[src/rtl/fan_ctrl_pkg.sv]
// Shared types, default thresholds and the state-to-duty lookup for the fan controller.
// Latency: none (types, constants and a pure function only).
// Backpressure: not applicable.
// Optional feature macro used by this block: FAN_SPINUP_EN (spin-up kick).
package fan_ctrl_pkg;

    typedef enum logic [1:0] {
        ST_OFF  = 2'd0,
        ST_LOW  = 2'd1,
        ST_HIGH = 2'd2,
        ST_CRIT = 2'd3
    } fan_state_e;

    localparam int DEF_TEMP_W     = 12;
    localparam int DEF_PWM_W      = 4;
    localparam int DEF_SAMPLE_DIV = 10;
    localparam int DEF_T_ON       = 28;
    localparam int DEF_T_OFF      = 26;
    localparam int DEF_T_HIGH     = 32;
    localparam int DEF_T_HIGH_OFF = 30;
    localparam int DEF_T_CRIT     = 40;
    localparam int DEF_DUTY_LOW   = 6;
    localparam int DEF_DUTY_HIGH  = 12;
    localparam int DEF_MIN_ON     = 8;
    localparam int DEF_SPINUP_CYC = 16;

    // Duty count the PWM should apply while sitting in a given state.
    function automatic int unsigned state_duty(
        input fan_state_e  st,
        input int unsigned duty_low,
        input int unsigned duty_high,
        input int unsigned duty_full
    );
        int unsigned d;
        d = 0;
        case (st)
            ST_LOW:  d = duty_low;
            ST_HIGH: d = duty_high;
            ST_CRIT: d = duty_full;
            default: d = 0;
        endcase
        return d;
    endfunction

endpackage

[src/rtl/fan_pwm_gen.sv]
// PWM generator: free-running counter, wrap-synchronous duty load, force and optional spin-up kick.
// Latency: fan_pwm is registered, one cycle after the count/force it reflects; duty changes apply next period.
// Backpressure: none; free-running. Spin-up counter exists only with FAN_SPINUP_EN defined.
module fan_pwm_gen
    import fan_ctrl_pkg::*;
#(
    parameter int PWM_W = DEF_PWM_W
`ifdef FAN_SPINUP_EN
    , parameter int SPINUP_CYC = DEF_SPINUP_CYC
`endif
) (
    input  logic             i_clk,
    input  logic             i_rst,
`ifdef FAN_SPINUP_EN
    input  logic             i_kick,
    input  logic             i_cancel,
`endif
    input  logic [PWM_W-1:0] i_target,
    input  logic             i_force,
    output logic [PWM_W-1:0] o_duty,
    output logic             o_pwm
);

    localparam logic [PWM_W-1:0] CNT_MAX = '1;

    logic [PWM_W-1:0] r_cnt;
    logic [PWM_W-1:0] r_duty;
    logic             r_pwm;
    logic             w_spin_force;

    // Free-running period counter; duty only changes on the last count so a period is never split.
    always_ff @(posedge i_clk) begin
        if (i_rst) begin
            r_cnt  <= '0;
            r_duty <= '0;
        end else begin
            r_cnt <= r_cnt + 1'b1;
            if (r_cnt == CNT_MAX) begin
                r_duty <= i_target;
            end
        end
    end

`ifdef FAN_SPINUP_EN
    localparam int SPIN_W = $clog2(SPINUP_CYC + 1);

    logic [SPIN_W-1:0] r_spin;

    // Spin-up countdown: the kick cycle itself drives high, then SPINUP_CYC-1 more cycles.
    always_ff @(posedge i_clk) begin
        if (i_rst || i_cancel) begin
            r_spin <= '0;
        end else if (i_kick) begin
            r_spin <= SPIN_W'(SPINUP_CYC - 1);
        end else if (r_spin != '0) begin
            r_spin <= r_spin - 1'b1;
        end
    end

    assign w_spin_force = (i_kick || (r_spin != '0)) && !i_cancel;
`else
    assign w_spin_force = 1'b0;
`endif

    // Registered output keeps the fan drive glitch-free.
    always_ff @(posedge i_clk) begin
        if (i_rst) begin
            r_pwm <= 1'b0;
        end else begin
            r_pwm <= (r_cnt < r_duty) || i_force || w_spin_force;
        end
    end

    assign o_duty = r_duty;
    assign o_pwm  = r_pwm;

endmodule

[src/rtl/fan_ctrl_sched.sv]
// Fan supervisor: periodic sensor read request, hysteresis speed FSM, alarm latch and PWM drive.
// Latency: state registers 1 cycle after a valid sample; duty follows at the next PWM wrap; CRIT drives PWM at once.
// Backpressure: none; every temp_valid is consumed. Optional spin-up kick under FAN_SPINUP_EN.
module fan_ctrl_sched
    import fan_ctrl_pkg::*;
#(
    parameter int TEMP_W     = DEF_TEMP_W,
    parameter int PWM_W      = DEF_PWM_W,
    parameter int SAMPLE_DIV = DEF_SAMPLE_DIV,
    parameter int T_ON       = DEF_T_ON,
    parameter int T_OFF      = DEF_T_OFF,
    parameter int T_HIGH     = DEF_T_HIGH,
    parameter int T_HIGH_OFF = DEF_T_HIGH_OFF,
    parameter int T_CRIT     = DEF_T_CRIT,
    parameter int DUTY_LOW   = DEF_DUTY_LOW,
    parameter int DUTY_HIGH  = DEF_DUTY_HIGH,
`ifdef FAN_SPINUP_EN
    parameter int MIN_ON     = DEF_MIN_ON,
    parameter int SPINUP_CYC = DEF_SPINUP_CYC
`else
    parameter int MIN_ON     = DEF_MIN_ON
`endif
) (
    input  logic              i_clk,
    input  logic              i_rst,
    input  logic              i_temp_valid,
    input  logic [TEMP_W-1:0] i_temp,
    input  logic              i_alarm_clr,
    output logic              o_sample_req,
    output logic              o_fan_on,
    output logic              o_fan_pwm,
    output logic [PWM_W-1:0]  o_duty,
    output logic [1:0]        o_state,
    output logic              o_alarm,
    output logic              o_alarm_latched
);

    localparam int DIV_W = $clog2(SAMPLE_DIV);
    localparam int ON_W  = $clog2(MIN_ON + 1);

    localparam logic [DIV_W-1:0]  DIV_LAST   = DIV_W'(SAMPLE_DIV - 1);
    localparam logic [ON_W-1:0]   ON_SAT     = ON_W'(MIN_ON);
    localparam logic [TEMP_W-1:0] L_T_ON     = TEMP_W'(T_ON);
    localparam logic [TEMP_W-1:0] L_T_OFF    = TEMP_W'(T_OFF);
    localparam logic [TEMP_W-1:0] L_T_HIGH   = TEMP_W'(T_HIGH);
    localparam logic [TEMP_W-1:0] L_T_HI_OFF = TEMP_W'(T_HIGH_OFF);
    localparam logic [TEMP_W-1:0] L_T_CRIT   = TEMP_W'(T_CRIT);

    fan_state_e       r_state;
    fan_state_e       w_state_nxt;
    logic [DIV_W-1:0] r_div_cnt;
    logic [ON_W-1:0]  r_on_cnt;
    logic             r_alarm_latched;
    logic [PWM_W-1:0] w_target;
    logic             w_force;

    // Sample-request divider: wraps every SAMPLE_DIV cycles.
    always_ff @(posedge i_clk) begin
        if (i_rst) begin
            r_div_cnt <= '0;
        end else if (r_div_cnt == DIV_LAST) begin
            r_div_cnt <= '0;
        end else begin
            r_div_cnt <= r_div_cnt + 1'b1;
        end
    end

    assign o_sample_req = (r_div_cnt == DIV_LAST);

    // State register.
    always_ff @(posedge i_clk) begin
        if (i_rst) begin
            r_state <= ST_OFF;
        end else begin
            r_state <= w_state_nxt;
        end
    end

    // Next-state: only a valid sample can move the FSM; CRIT check outranks per-state hysteresis.
    always_comb begin
        w_state_nxt = r_state;
        if (i_temp_valid) begin
            if (i_temp >= L_T_CRIT) begin
                w_state_nxt = ST_CRIT;
            end else begin
                case (r_state)
                    ST_OFF: begin
                        if (i_temp > L_T_ON) begin
                            w_state_nxt = (i_temp >= L_T_HIGH) ? ST_HIGH : ST_LOW;
                        end
                    end
                    ST_LOW: begin
                        if (i_temp >= L_T_HIGH) begin
                            w_state_nxt = ST_HIGH;
                        end else if ((i_temp < L_T_OFF) && (r_on_cnt >= ON_SAT)) begin
                            w_state_nxt = ST_OFF;
                        end
                    end
                    ST_HIGH: begin
                        if (i_temp < L_T_HI_OFF) begin
                            w_state_nxt = ST_LOW;
                        end
                    end
                    ST_CRIT: begin
                        if (i_temp < L_T_HIGH) begin
                            w_state_nxt = ST_HIGH;
                        end
                    end
                    default: w_state_nxt = ST_OFF;
                endcase
            end
        end
    end

    // Minimum-on counter: restarts when leaving OFF, counts valid samples while running, saturates.
    always_ff @(posedge i_clk) begin
        if (i_rst) begin
            r_on_cnt <= '0;
        end else if ((r_state == ST_OFF) || (w_state_nxt == ST_OFF)) begin
            r_on_cnt <= '0;
        end else if (i_temp_valid && (r_on_cnt < ON_SAT)) begin
            r_on_cnt <= r_on_cnt + 1'b1;
        end
    end

    // Sticky alarm: set on CRIT entry, clear request only honoured outside CRIT; set beats clear.
    always_ff @(posedge i_clk) begin
        if (i_rst) begin
            r_alarm_latched <= 1'b0;
        end else if ((w_state_nxt == ST_CRIT) && (r_state != ST_CRIT)) begin
            r_alarm_latched <= 1'b1;
        end else if (i_alarm_clr && (r_state != ST_CRIT)) begin
            r_alarm_latched <= 1'b0;
        end
    end

    // Forcing from the next state lets PWM go high on the same edge the FSM enters CRIT.
    assign w_force  = (w_state_nxt == ST_CRIT);
    assign w_target = PWM_W'(state_duty(r_state, int'(DUTY_LOW), int'(DUTY_HIGH),
                                        int'((1 << PWM_W) - 1)));

`ifdef FAN_SPINUP_EN
    logic w_kick;
    logic w_cancel;

    assign w_kick   = (r_state == ST_OFF) &&
                      ((w_state_nxt == ST_LOW) || (w_state_nxt == ST_HIGH));
    assign w_cancel = (r_state != ST_OFF) && (w_state_nxt == ST_OFF);

    fan_pwm_gen #(
        .PWM_W      (PWM_W),
        .SPINUP_CYC (SPINUP_CYC)
    ) u_pwm (
        .i_clk    (i_clk),
        .i_rst    (i_rst),
        .i_kick   (w_kick),
        .i_cancel (w_cancel),
        .i_target (w_target),
        .i_force  (w_force),
        .o_duty   (o_duty),
        .o_pwm    (o_fan_pwm)
    );
`else
    fan_pwm_gen #(
        .PWM_W (PWM_W)
    ) u_pwm (
        .i_clk    (i_clk),
        .i_rst    (i_rst),
        .i_target (w_target),
        .i_force  (w_force),
        .o_duty   (o_duty),
        .o_pwm    (o_fan_pwm)
    );
`endif

    assign o_state         = r_state;
    assign o_fan_on        = (r_state != ST_OFF);
    assign o_alarm         = (r_state == ST_CRIT);
    assign o_alarm_latched = r_alarm_latched;

endmodule

[config.mk]
export PLATFORM = sky130hd
export DESIGN_NAME = fan_ctrl_sched
export DESIGN_NICKNAME = d
export VERILOG_FILES = /design/src/rtl/fan_ctrl_pkg.sv /design/src/rtl/fan_pwm_gen.sv /design/src/rtl/fan_ctrl_sched.sv
export SDC_FILE = /design/constraint.sdc
export NUM_CORES = 1
export LEC_CHECK = 0
export CAP_MARGIN = 40
export CORE_MARGIN = 10
export CORE_UTILIZATION = 45
export CTS_CLUSTER_SIZE = 10
export DETAILED_ROUTE_END_ITERATION = 6
export PLACE_DENSITY = 0.77
export SETUP_SLACK_MARGIN = 0.05
export SLEW_MARGIN = 20
export SYNTH_ARGS = -nofsm -noshare
export SYNTH_HDL_FRONTEND = slang
export SYNTH_SLANG_ARGS = --single-unit
[constraint.sdc]
create_clock -name i_clk -period 2.4 [get_ports i_clk]
set_input_delay 0.6 -clock i_clk [delete_from_list [all_inputs] [get_ports i_clk]]
set_output_delay 0.6 -clock i_clk [all_outputs]
set_load 0.01 [all_outputs]
==> summary.txt, run 1 <==
syn_nets - 133
HP Start - u_pwm.r_cnt[0]
area share of the largest cell type after synthesis - 0.392
internal power - 0.480 mW
Tcrit/Tclk final - 0.949
Final Util - 0.608
Gate power share - 0.191
P_leak - 0.533 nW
fmax - 439 MHz
clock sinks - 20
RSZ-0062 raised after global routing - no
Final Max Slew Viols - 0
fillers - 200
Setup violations, final - 0
endpoint arrival time on the critical path - 2.47 ns
CP Capture Type - register
WHS - 0.476 ns
Setup WS pre-CTS - -0.220 ns
Global Route Usage Sum - 0.105
Clock Skews - 0.00515 ns
initial core utilization - 0.466
Post-DRT Antenna Nets - 0
Hold Path End - u_pwm.r_cnt[0]
MaxCap Viol Count - 0
Cell variety after synth - 36
area delta synth->final - 30.4%
Slew @ Worst Pin - 0.355 ns
worst r2r src - o_state[0]
root buffer cell - clkbuf_4
Slew headroom - 0.761
critical path fanouts, max - 4
NetSw - 0.160 mW
Final Worst Setup Slack - 0.123 ns
Antenna Cells - 0
Final Hold Viols - 0
chip width - 67.6 um
Vias/cell - 5.12
crit path time final - 2.28 ns
Post-synth EDFFs - 0
dominant synthesized flop cell - dfxtp_1
Mapped Area - 0.00102 mm2
PwrDens - 481 mW/mm2
Storage cell area - 402 um2
CTS Buffer Depth - 2
first-pass GRT wire length - 3750 um
number of DRC markers in iteration 0 - 17
htree depth - 1
leading area contributor after synthesis - dfxtp_1
Peak VDD IR - 0.383 mV
die area - 0.00457 mm2
Remaining DRCs - 0
Yosys reg bits - 20
fin nets - 163
Reg2Reg Capture Point - u_pwm.o_pwm
multi-input logic area - 571 um2
yosys warns - 0
Avg Cell Area, Syn - 9.37 um2
CP required - 2.59 ns
sw frac - 0.250
pin count of the biggest net entering global routing - 11
sequential cell area fraction in the yosys report - 0.392
Hold Path Class - reg -> reg
top post-synthesis cells by area - dfxtp_1, ha_1, nor2_1
async set or reset register ratio after synthesis - 0
Post-Route WL - 2210 um
CP startpoint kind - input pin
reg2reg setup slack - 0.54 ns
DR pass1 iterations - 4
DP Wirelength - 1820 um
status - finished clean
port bufs - 26
crit path kind - in -> reg
Worst-path clk slew - 0.10 ns
I/O pin count - 27
Hold Buf Count CTS - 0
final instance area - 0.00133 mm2
RD Place Congestion - 0.787
placed insts - 162
wire per inst - 13.4 um
Placed Area - 0.00130 mm2
fin cells - 165
remaining global-route overflow - 0
CTS tree - yes
TritonCTS Buffers - 3
vias in the first global route - 829
initial antenna violation count - 0
clock power share - 0.235
r2r worst-path depth - 6
Die Height - 67.6 um
share of cells above drive strength 1 - 0.117
Syn Inst Count - 109
# rows - 17
Reg power frac - 0.574
clock latency on the worst-skew pair - 0.29 ns
Via Count - 844
worst hold path stage count - 1
Core Region - 0.00219 mm2
## worst max-delay path: stages
cell and delay [ns]:
clkdlybuf4s50_1 0.40, or4_4 0.54, or4_4 0.47, o221a_2 0.27, a32o_1 0.19
## cell usage after synthesis, drive strengths merged (2+ instances only)
cell type   n
mux2i       2
ha          8
a41oi       2
inv         9
xor2        2
dfxtp      20
nand3       3
a21oi       4
a211o       2
and2b       2
xnor2       4
nor2b       2
buf         2
or4         3
nand2       5
nor2       21
## timing repair
| action | 4_1_cts | 5_1_grt |
|---|---|---|
| gates resized for setup | 0 | 3 |
| setup buffers | 0 | 0 |
| setup endpoints to repair | 0 | 3 |
## power groups by stage
| stage | sequential (mW) | combinational, mW | clock (mW) |
|---|---|---|---|
| after floorplan | 0.372 | 0.0650 | 0 |
| after CTS | 0.367 | 0.123 | 0.160 |
| after detailed placement | 0.375 | 0.123 | 0 |
| after global placement | 0.374 | 0.119 | 0 |
| final | 0.367 | 0.122 | 0.151 |
| after global routing | 0.371 | 0.137 | 0.169 |
## placed cells by master (no fill, tap or decap), drive strengths merged
cell type,instances
a311o,1
nor3b,1
a21o,1
buf,1
or4,3
a211o,2
nor2b,2
xnor2,4
o41ai,1
a21boi,1
a41oi,2
clkbuf,3
or2,1
o21ai,1
a22oi,1
nor2,21
mux2i,2
dfxtp,20
nand2b,1
nand3,3
nand2,5
a21oi,4
xor2,2
and2b,2
and3b,1
a2111oi,1
o221a,1
a22o,1
o211ai,1
ha,8
clkdlybuf4s50,26
nor3,1
inv,9
a32o,1
a211oi,1
and2,1
## metal layers
metal / global-route usage / routed length, um / part of all wire / up-vias
met3: 0.0430 / 115 / 0.052 / 2
met4: 0.0154 / 8 / 0.0036 / 0
met2: 0.183 / 1130 / 0.51 / 13
met5: 0 / 0 / 0 / -
li1: - / - / - / 441
met1: 0.118 / 950 / 0.43 / 388
## flip-flops by register name (all words and copies together), names as in the netlist
register / count
r_div_cnt: 4
o_alarm_latched: 1
u_pwm.o_duty: 4
r_on_cnt: 4
o_state: 2
u_pwm.r_cnt: 4
u_pwm.o_pwm: 1
## worst max path at each step
stage | start | end | slack (ns) | depth (start not counted)
floorplan | i_temp[11] | o_alarm_latched | 0.27 | 4
global placement | i_temp[11] | o_alarm_latched | -0.18 | 6
detailed placement | i_temp[11] | o_alarm_latched | -0.22 | 6
CTS | i_temp[11] | o_alarm_latched | 0.10 | 6
global route | o_state[0] | o_alarm | 0.06 | 3
finish | i_temp[11] | o_alarm_latched | 0.12 | 5
## per-stage QoR
stage               power [mW]  setup TNS [ns]
finish                   0.640               0
global route             0.677               0
CTS                      0.650               0
detailed placement       0.497           -1.14
global placement         0.493          -0.980
floorplan                0.437               0
## cell families (layout without fill, tap and decap cells)
logic type,count (synthesis),count (layout),share of synthesized area
AOI/OAI and AO/OA,20,20,0.173
xor gates and xnor gates,6,6,0.0515
adders and majority gates,8,8,0.0980
buffers and inverters,11,39,0.0551
DFF,20,20,0.392
muxes,2,2,0.0196
and+or+nand+nor,42,42,0.211
## area by class of cell
| class | count | area share |
|---|---|---|
| Multi-Input combinational cell | 78 | 0.429 |
| Sequential cell | 20 | 0.302 |
| Timing Repair Buffer | 27 | 0.201 |
| Inverter | 9 | 0.0254 |
| Clock buffer | 3 | 0.0169 |
| Tap cell | 28 | 0.0263 |
No activity file was read; power rests on OpenSTA's default activity.
==> inputs of run 2 (changes only) <==
Settings changed: SLEW_MARGIN 20 to not set.
==> results of run 2 <==
Final layout, timing and power as in run 1 (identical DEF).
==> inputs of run 3 (changes only) <==
Settings changed: CORE_MARGIN 10 to not set, HOLD_SLACK_MARGIN set to 0.12.
==> run 3 against run 2 <==
  * First-iteration DRC count down 53%
  * Maximum frequency down 0.15%
  * Hold slack about the same
  * Cell count up 0.61%
  * Sequential share of layout area down 0.76 points
  * Die area down 46%
  * Global-route usage up 9.3 points
==> summary.txt, run 3 (synthesized netlist as in run 1, its figures left out) <==
final setup TNS - 0 ns (unchanged)
Hold Buf Count CTS - 0 (unchanged)
crit path cell chain - clkdlybuf4s50_1, or4_4, or4_4, o221a_2, a32o_1
port bufs - 26 (unchanged)
most frequent cells in the layout - clkdlybuf4s50_1, nor2_1, dfxtp_1
Vias/cell - 5.11 (about the same)
area delta synth->final - 33.3%
DP Wirelength - 1630 um (-10%)
Worst-path clk slew - 0.11 ns (about the same)
Post-CTS Resized - 0 (unchanged)
Slowest cell on crit path - or4_4
CP max stage delay - 0.53 ns (about the same)
internal power - 0.591 mW (+23%)
CP startpoint kind - input pin
remaining global-route overflow - 0 (unchanged)
Die Height - 49.6 um (-27%)
Final Max Slew Viols - 0 (unchanged)
worst hold path stage count - 1 (unchanged)
clock sinks - 20 (unchanged)
Global Route Usage Sum - 0.198 (+0.0933)
DR pass1 iterations - 4 (unchanged)
Hold Path Class - reg -> reg
fillers - 180 (-10%)
I/O pin count - 27 (unchanged)
status - finished clean
# rows - 16 (-1)
wire per inst - 12.7 um (-5.1%)
fmax - 438 MHz (-0.15%)
Remaining DRCs - 0 (unchanged)
most common cell after layout, fill and taps aside - clkdlybuf4s50_1
htree depth - 1 (unchanged)
reg2reg setup slack - 0.54 ns (about the same)
initial core utilization - 0.500 (+0.0340)
clock latency on the worst-skew pair - 0.30 ns (about the same)
root buffer cell - clkbuf_4
P_leak - 0.551 nW (+3.4%)
Post-CTS Setup Bufs - 0 (unchanged)
CP required - 2.60 ns (about the same)
Core Region - 0.00204 mm2 (-6.8%)
Slew headroom - 0.771 (+0.00964)
Post-DRT Antenna Nets - 0 (unchanged)
initial antenna violation count - 0 (unchanged)
Peak VDD IR - 0.562 mV (+47%)
MaxCap Viol Count - 0 (unchanged)
sw frac - 0.226 (-0.0236)
HP Start - u_pwm.r_cnt[0]
Final Hold Viols - 0 (unchanged)
Tcrit/Tclk final - 0.950 (+0.00144)
pin count of the biggest net entering global routing - 13 (+2)
most used cell, CP - or4_4
CTS tree - yes
Via Count - 849 (+0.59%)
RSZ-0062 raised after global routing - no
fin nets - 164 (+0.61%)
first-pass GRT wire length - 3730 um (-0.53%)
crit path kind - in -> reg
Gate power share - 0.161 (-0.030)
Post-Route WL - 2110 um (-4.5%)
critical path fanouts, max - 4 (unchanged)
fin cells - 166 (+0.61%)
vias in the first global route - 865 (+4.3%)
chip width - 49.6 um (-27%)
PwrDens - 561 mW/mm2 (+17%)
CTS Buffer Depth - 2 (unchanged)
Reg2Reg Capture Point - o_alarm_latched
Setup violations, final - 0 (unchanged)
Power Total - 0.764 mW (+19%)
CP Capture Type - register
Final Util - 0.667 (+0.0590)
r2r worst-path depth - 6 (unchanged)
number of DRC markers in iteration 0 - 8 (-9)
Slew @ Worst Pin - 0.344 ns (-0.0117 ns)
die area - 0.00246 mm2 (-46%)
Hold Path End - u_pwm.r_cnt[0]
endpoint arrival time on the critical path - 2.48 ns (about the same)
Clock Skews - 0.00739 ns (+0.00224 ns)
Antenna Cells - 0 (unchanged)
RD Place Congestion - 0.752 (-4.5%)
NetSw - 0.173 mW (+8.1%)
TritonCTS Buffers - 3 (unchanged)
share of cells above drive strength 1 - 0.115 (-0.00168)
Reg power frac - 0.480 (-0.094)
crit path time final - 2.28 ns (+0.00345 ns)
placed insts - 162 (unchanged)
clock power share - 0.358 (+0.123)
worst r2r src - o_state[1]
==> run 3: worst max path at each step <==
stage	startpoint	end	cells past startpoint
finish	i_temp[11]	o_alarm_latched	5
floorplan	i_temp[11]	o_alarm_latched	4
global placement	i_temp[11]	o_alarm_latched	6
global route	r_div_cnt[1]	o_sample_req	4
CTS	i_temp[11]	o_alarm_latched	6
detailed placement	i_temp[11]	o_alarm_latched	6
==> run 3: final cells by class <==
cell class              count  area (um2)  area share
well taps                  27        33.8      0.0248
multi-input cells          78         566       0.415
flip-flops and latches     20         400       0.294
inverters                   9        33.8      0.0248
repair buffers             28         275       0.202
clock inverters             1        30.0      0.0221
clock buffers               3        22.5      0.0165
==> run 3: power by group through the flow <==
| stage | sequential [mW] | clock, mW | combinational (mW) |
|---|---|---|---|
| 5_1_grt | 0.371 | 0.294 | 0.136 |
| 4_1_cts | 0.367 | 0.280 | 0.124 |
| 6_report | 0.367 | 0.274 | 0.123 |
| 3_5_place_dp | 0.374 | 0 | 0.124 |
| 2_1_floorplan | 0.372 | 0 | 0.0650 |
| 3_3_place_gp | 0.374 | 0 | 0.119 |
==> run 3: critical path, delay by kind of cell <==
| family | cells | cell delay, ns |
|---|---|---|
| and+or+nand+nor | 2 | 1.01 |
| AOI/OAI and AO/OA | 2 | 0.47 |
| buffers and inverters | 1 | 0.40 |
==> run 3: per-stage QoR <==
| step | hold WS (ns) | worst slack, ns | cell area (um2) |
|---|---|---|---|
| floorplan | 0.425 | 0.275 | 1020 |
| global placement | 0.443 | -0.188 | 1310 |
| detailed placement | 0.456 | -0.208 | 1310 |
| CTS | 0.483 | 0.122 | 1360 |
| global route | 0.500 | 0.0622 | 1360 |
| finish | 0.476 | 0.119 | 1360 |
==> run 3: per-layer routing <==
metal / GRT usage / part of all wire
met5: 0 / 0
met2: 0.374 / 0.52
met1: 0.211 / 0.43
met4: 0.0333 / 0
met3: 0.0679 / 0.049
